File: src/rtl/lower_tri_packer.sv
// Lower-triangular packer: frames the extractor's kept-element stream as AXI-Stream with tlast per matrix.
// Optional LOWER_TRI_PACK_ROWLAST_EN adds out_trow_last, marking the final element of each row.
module lower_tri_packer #(
    parameter int SIZE       = 4,
    parameter int DATA_WIDTH = 32,
    parameter int FIFO_DEPTH = 4
) (
    input  logic                  clk,
    input  logic                  rst,
    input  logic [DATA_WIDTH-1:0] in_tdata,
    input  logic                  in_tvalid,
    output logic                  in_tready,
    output logic [DATA_WIDTH-1:0] out_tdata,
    output logic                  out_tvalid,
    input  logic                  out_tready,
    output logic                  out_tlast
`ifdef LOWER_TRI_PACK_ROWLAST_EN
    ,
    output logic                  out_trow_last
`endif
);

    localparam int PTR_W = $clog2(FIFO_DEPTH);
    localparam int CNT_W = PTR_W + 1;
    localparam int POS_W = (SIZE > 1) ? $clog2(SIZE) : 1;

    localparam logic [POS_W-1:0] POS_LAST = POS_W'(SIZE - 1);
    localparam logic [CNT_W-1:0] CNT_FULL = CNT_W'(FIFO_DEPTH);
    localparam logic [CNT_W-1:0] CNT_ONE  = CNT_W'(1);
    localparam logic [PTR_W-1:0] PTR_ONE  = PTR_W'(1);
    localparam logic [POS_W-1:0] POS_ONE  = POS_W'(1);

    typedef struct packed {
`ifdef LOWER_TRI_PACK_ROWLAST_EN
        logic                  row_last;
`endif
        logic                  last;
        logic [DATA_WIDTH-1:0] data;
    } entry_t;

    entry_t mem_q [FIFO_DEPTH];

    logic [PTR_W-1:0] wr_ptr_q, wr_ptr_d;
    logic [PTR_W-1:0] rd_ptr_q, rd_ptr_d;
    logic [CNT_W-1:0] count_q,  count_d;
    logic [POS_W-1:0] row_q,    row_d;
    logic [POS_W-1:0] col_q,    col_d;

    logic   push;
    logic   pop;
    entry_t wr_entry;
    entry_t head;

    // No pass-through when full: a same-cycle pop does not reopen the input.
    assign in_tready  = !rst && (count_q != CNT_FULL);
    assign out_tvalid = (count_q != '0);
    assign push       = in_tvalid && in_tready;
    assign pop        = out_tvalid && out_tready;

    always_comb begin
        // NOTE: every signal gets a default at the top so no path leaves it unassigned (no latches).
        wr_ptr_d = wr_ptr_q;
        rd_ptr_d = rd_ptr_q;
        count_d  = count_q;
        row_d    = row_q;
        col_d    = col_q;

        if (push) begin
            wr_ptr_d = wr_ptr_q + PTR_ONE;
            if (col_q == row_q) begin
                col_d = '0;
                row_d = (row_q == POS_LAST) ? '0 : row_q + POS_ONE;
            end else begin
                col_d = col_q + POS_ONE;
            end
        end

        if (pop) begin
            rd_ptr_d = rd_ptr_q + PTR_ONE;
        end

        unique case ({push, pop})
            2'b10:   count_d = count_q + CNT_ONE;
            2'b01:   count_d = count_q - CNT_ONE;
            default: count_d = count_q;
        endcase
    end

    // Framing flags use the position before this push advances it.
    always_comb begin
        wr_entry      = '0;
        wr_entry.data = in_tdata;
        wr_entry.last = (row_q == POS_LAST) && (col_q == POS_LAST);
`ifdef LOWER_TRI_PACK_ROWLAST_EN
        wr_entry.row_last = (col_q == row_q);
`endif
    end

    always_comb begin
        head = out_tvalid ? mem_q[rd_ptr_q] : '0;
    end

    assign out_tdata = head.data;
    assign out_tlast = head.last;
`ifdef LOWER_TRI_PACK_ROWLAST_EN
    assign out_trow_last = head.row_last;
`endif

    // NOTE: non-blocking assignments for all state so every flop samples pre-edge values.
    always_ff @(posedge clk) begin
        if (rst) begin
            wr_ptr_q <= '0;
            rd_ptr_q <= '0;
            count_q  <= '0;
            row_q    <= '0;
            col_q    <= '0;
        end else begin
            wr_ptr_q <= wr_ptr_d;
            rd_ptr_q <= rd_ptr_d;
            count_q  <= count_d;
            row_q    <= row_d;
            col_q    <= col_d;
        end
    end

    // NOTE: storage is not reset; count_q gates every read, so stale entries are never observed.
    always_ff @(posedge clk) begin
        if (push) begin
            mem_q[wr_ptr_q] <= wr_entry;
        end
    end

endmodule

File: config.mk
export PLATFORM = sky130hd
export DESIGN_NAME = lower_tri_packer
export DESIGN_NICKNAME = d
export VERILOG_FILES = /design/src/rtl/lower_tri_packer.sv
export SDC_FILE = /design/constraint.sdc
export NUM_CORES = 1
export LEC_CHECK = 0
export CELL_PAD_IN_SITES_DETAIL_PLACEMENT = 1
export CELL_PAD_IN_SITES_GLOBAL_PLACEMENT = 2
export CORE_MARGIN = 5
export CORE_UTILIZATION = 45
export DETAILED_ROUTE_END_ITERATION = 10
export HOLD_SLACK_MARGIN = 0.05
export PLACE_DENSITY = 0.95
export SLEW_MARGIN = 20
export SYNTH_ARGS = -nofsm -noshare
export SYNTH_HDL_FRONTEND = slang
export SYNTH_SLANG_ARGS = --single-unit
File: constraint.sdc
create_clock -name clk -period 3.2 [get_ports clk]
set_input_delay 0.32 -clock clk [delete_from_list [all_inputs] [get_ports clk]]
set_output_delay 0.32 -clock clk [all_outputs]
set_load 0.005 [all_outputs]
==> results.yml <==
run_status:
  status: "complete, no violations"
grt:
  overflow: 0
  grt_max_degree: 26
  grt_pass1_wl_mm: 17.9
  grt_usage_pct: 16.6
  grt_pass1_vias: 3208
  antenna_found_initial: 0
critical_path:
  cp_cell_sequence: "buf_12 -> mux4_2 -> nor2b_1 -> clkdlybuf4s50_1"
  required_ns: 2.88
  start_kind: "flip-flop"
  worst-r2r-setup-slack_ns: 0.61
  arrival_ns: 2.39
  slowest_delay_ns: 0.52
  reg2reg_depth: 9
  slowest_stage: "dfxtp_2"
  path_max_fanout: 25
  endpoint_kind: "primary output"
  critical_path_class: "flip-flop to primary output"
clocking:
  numCtsBuffers: 17
  clockRootBuffer: "clkbuf_16"
  cts_buffer_depth: 2
  htree_levels: 4
  clock_sinks: 145
  ctsHoldBuffers: 0
  path_clk_slew_ns: 0.06
  postCtsSetupRepairBufs: 0
  clock_latency_ns: 0.41
  cts_resized: 0
  cts_tree: "done"
yosys:
  yosys.area.top_type: "edfxtp_1"
  async_reset_ff_share_pct: 0
  syn_avg_cell_area_um2: 19.9
  syn_nets: 330
  ys_seq_area_share_pct: 74.1
  synth_cell_types: 31
  yosysWarnings: 0
  synth_top_area_share_pct: 69.6
  yosys-top-cells-area: "edfxtp_1 (70%), mux4_2 (13%), dfxtp_1 (4.6%)"
  syn_inst: 286
  synthFlopType: "edfxtp_1"
  synth_area_um2: 5700
  synth_edf_count: 132
  ys_ff_latch: 145
floorplanning:
  dieArea_um2: 15000
  top_level_ports: 71
  rows: 41
  start_util_pct: 45.5
  die_h_um: 123
  die_width_um: 123
  core-area_um2: 12500
timing:
  tightest_slew_ns: 0.503
  setup_ws_ns: 0.491
  period_minus_slack_ns: 2.71
  clock_skew_ns: 0.00702
  hold_viol: 0
  fmax_ghz: 0.369
  grt_setup_unrepaired: "false"
  setup_tns_ns: 0
  hold-worst-slack_ns: 0.537
  slew_headroom_pct: 66.5
  maxSlewViolCount: 0
  fin_crit_sh_pct: 84.7
  setup_violations: 0
route:
  antenna_left: 0
  drc_errors: 0
  routedWlPerCell_um: 20.2
  vias: 2820
  via_per_inst: 5.07
  drt-pass1-iter-count: 4
  drt_wl_total_mm: 11.2
  drtIter0Drc: 160
placement:
  place_congestion: 0.711
  dp_hpwl_mm: 7.33
  port_buffers: 70
  pre_cts_slack_ns: 0.538
  dp.cells: 525
  place_area_um2: 6680
pwr:
  powerDensity_nw_per_um2: 781
  p_sw_w: 0.00148
  p_int_w: 0.00416
  p_clk_share_pct: 32.0
  seq_power_share_pct: 40.6
  swShare_pct: 26.2
  peakVddDrop_v: 0.000421
  leakage_nw: 2.34
  power_frac_comb_pct: 27.4
final_layout:
  fin_area_um2: 7230
  area_growth_pct: 26.8
  n_antenna_cell: 0
  drive_above_1_share_pct: 21.6
  layout.nets: 416
  final_cells: 556
worst_hold_path:
  hold_path_depth: 1
  hp-class: "input port to flip-flop"
job:
  maxCapViolations: 0
## flip-flops by register name, summed over array words and instances (netlist names), named ones only
name      flops
col_q         2
count_q       3
mem_q       132
wr_ptr_q      2
rd_ptr_q      2
row_q         2
## cells in the final DEF, fill, tap and decap left out, drive strengths merged, types with 4 or more instances in the layout
cell           netlist  final
edfxtp             132    132
clkdlybuf4s50        0     70
nor2b               37     37
mux4                33     33
clkbuf               4     17
dfxtp               13     13
inv                 10     11
buf                  9     10
clkinv               0      9
nor2                 8      8
ha                   7      7
and3                 4      4
xor2                 4      4
## cell usage after synthesis (2+ instances only)
cell type  number
a211oi_1        2
a21oi_1         3
a31o_2          2
and2_1          2
and3_1          4
buf_2           4
buf_6           4
clkbuf_1        4
dfxtp_1        13
edfxtp_1      132
ha_1            7
inv_1          10
mux2_2          2
mux4_2         33
nor2_1          8
nor2b_1        37
xnor2_1         2
xor2_1          4
## routing by layer
layer  vias up  GRT usage (%)  routed length [um]
met5         -              0                   0
met4         0           7.77                 143
met3        11           4.52                 538
met2        63           28.4                5950
met1      1452           19.5                4570
li1       1294              -                   -
## cell type report
cell class / instances / area (um^2)
tap: 172 / 215
fill: 1135 / 5290
sequential: 145 / 4230
clock inverter: 14 / 119
clock buffer: 17 / 425
multi-input combinational: 118 / 1360
timing repair buffer: 80 / 838
inverter: 10 / 37.5
## stage by stage
step | total power (W) | utilization, %
4_1_cts | 0.00574 | 57.7
5_1_grt | 0.00596 | 57.7
3_5_place_dp | 0.00392 | 53.4
2_1_floorplan | 0.00316 | -
6_report | 0.00564 | 57.7
3_3_place_gp | 0.00387 | 53.4
## logic make-up after synthesis
| logic type | count (synthesis) | share of synthesized area [%] |
|---|---|---|
| DFF | 145 | 74.1 |
| muxes | 36 | 13.6 |
| adders and majority gates | 8 | 1.89 |
| AOI/OAI and AO/OA | 11 | 1.34 |
| and+or+nand+nor | 57 | 5.95 |
| buffers and inverters | 23 | 2.13 |
| xor gates and xnor gates | 6 | 0.922 |
## critical path: cells and delay by family (launching register included)
kind	cells	cell delay, ns
buf+inv	2	0.76
mux	1	0.52
simple gates	1	0.15
flops	1	0.52
## final timing paths
check,from,endpoint
setup reg to reg,count_q[2],count_q[2]
setup / recovery,flip-flop,out_tdata[12]
hold / removal,in_tdata[9],mem_q[2][9]
hold reg to reg,rd_ptr_q[0],rd_ptr_q[0]
## power groups by stage
stage	combinational, W	sequential [W]	clock (W)
6_report	0.00154	0.00229	0.00181
5_1_grt	0.00169	0.00231	0.00196
4_1_cts	0.00159	0.00230	0.00185
3_5_place_dp	0.00158	0.00234	0
3_3_place_gp	0.00154	0.00233	0
2_1_floorplan	0.000896	0.00227	0
Note: power is estimated with default switching activity, not from simulation.
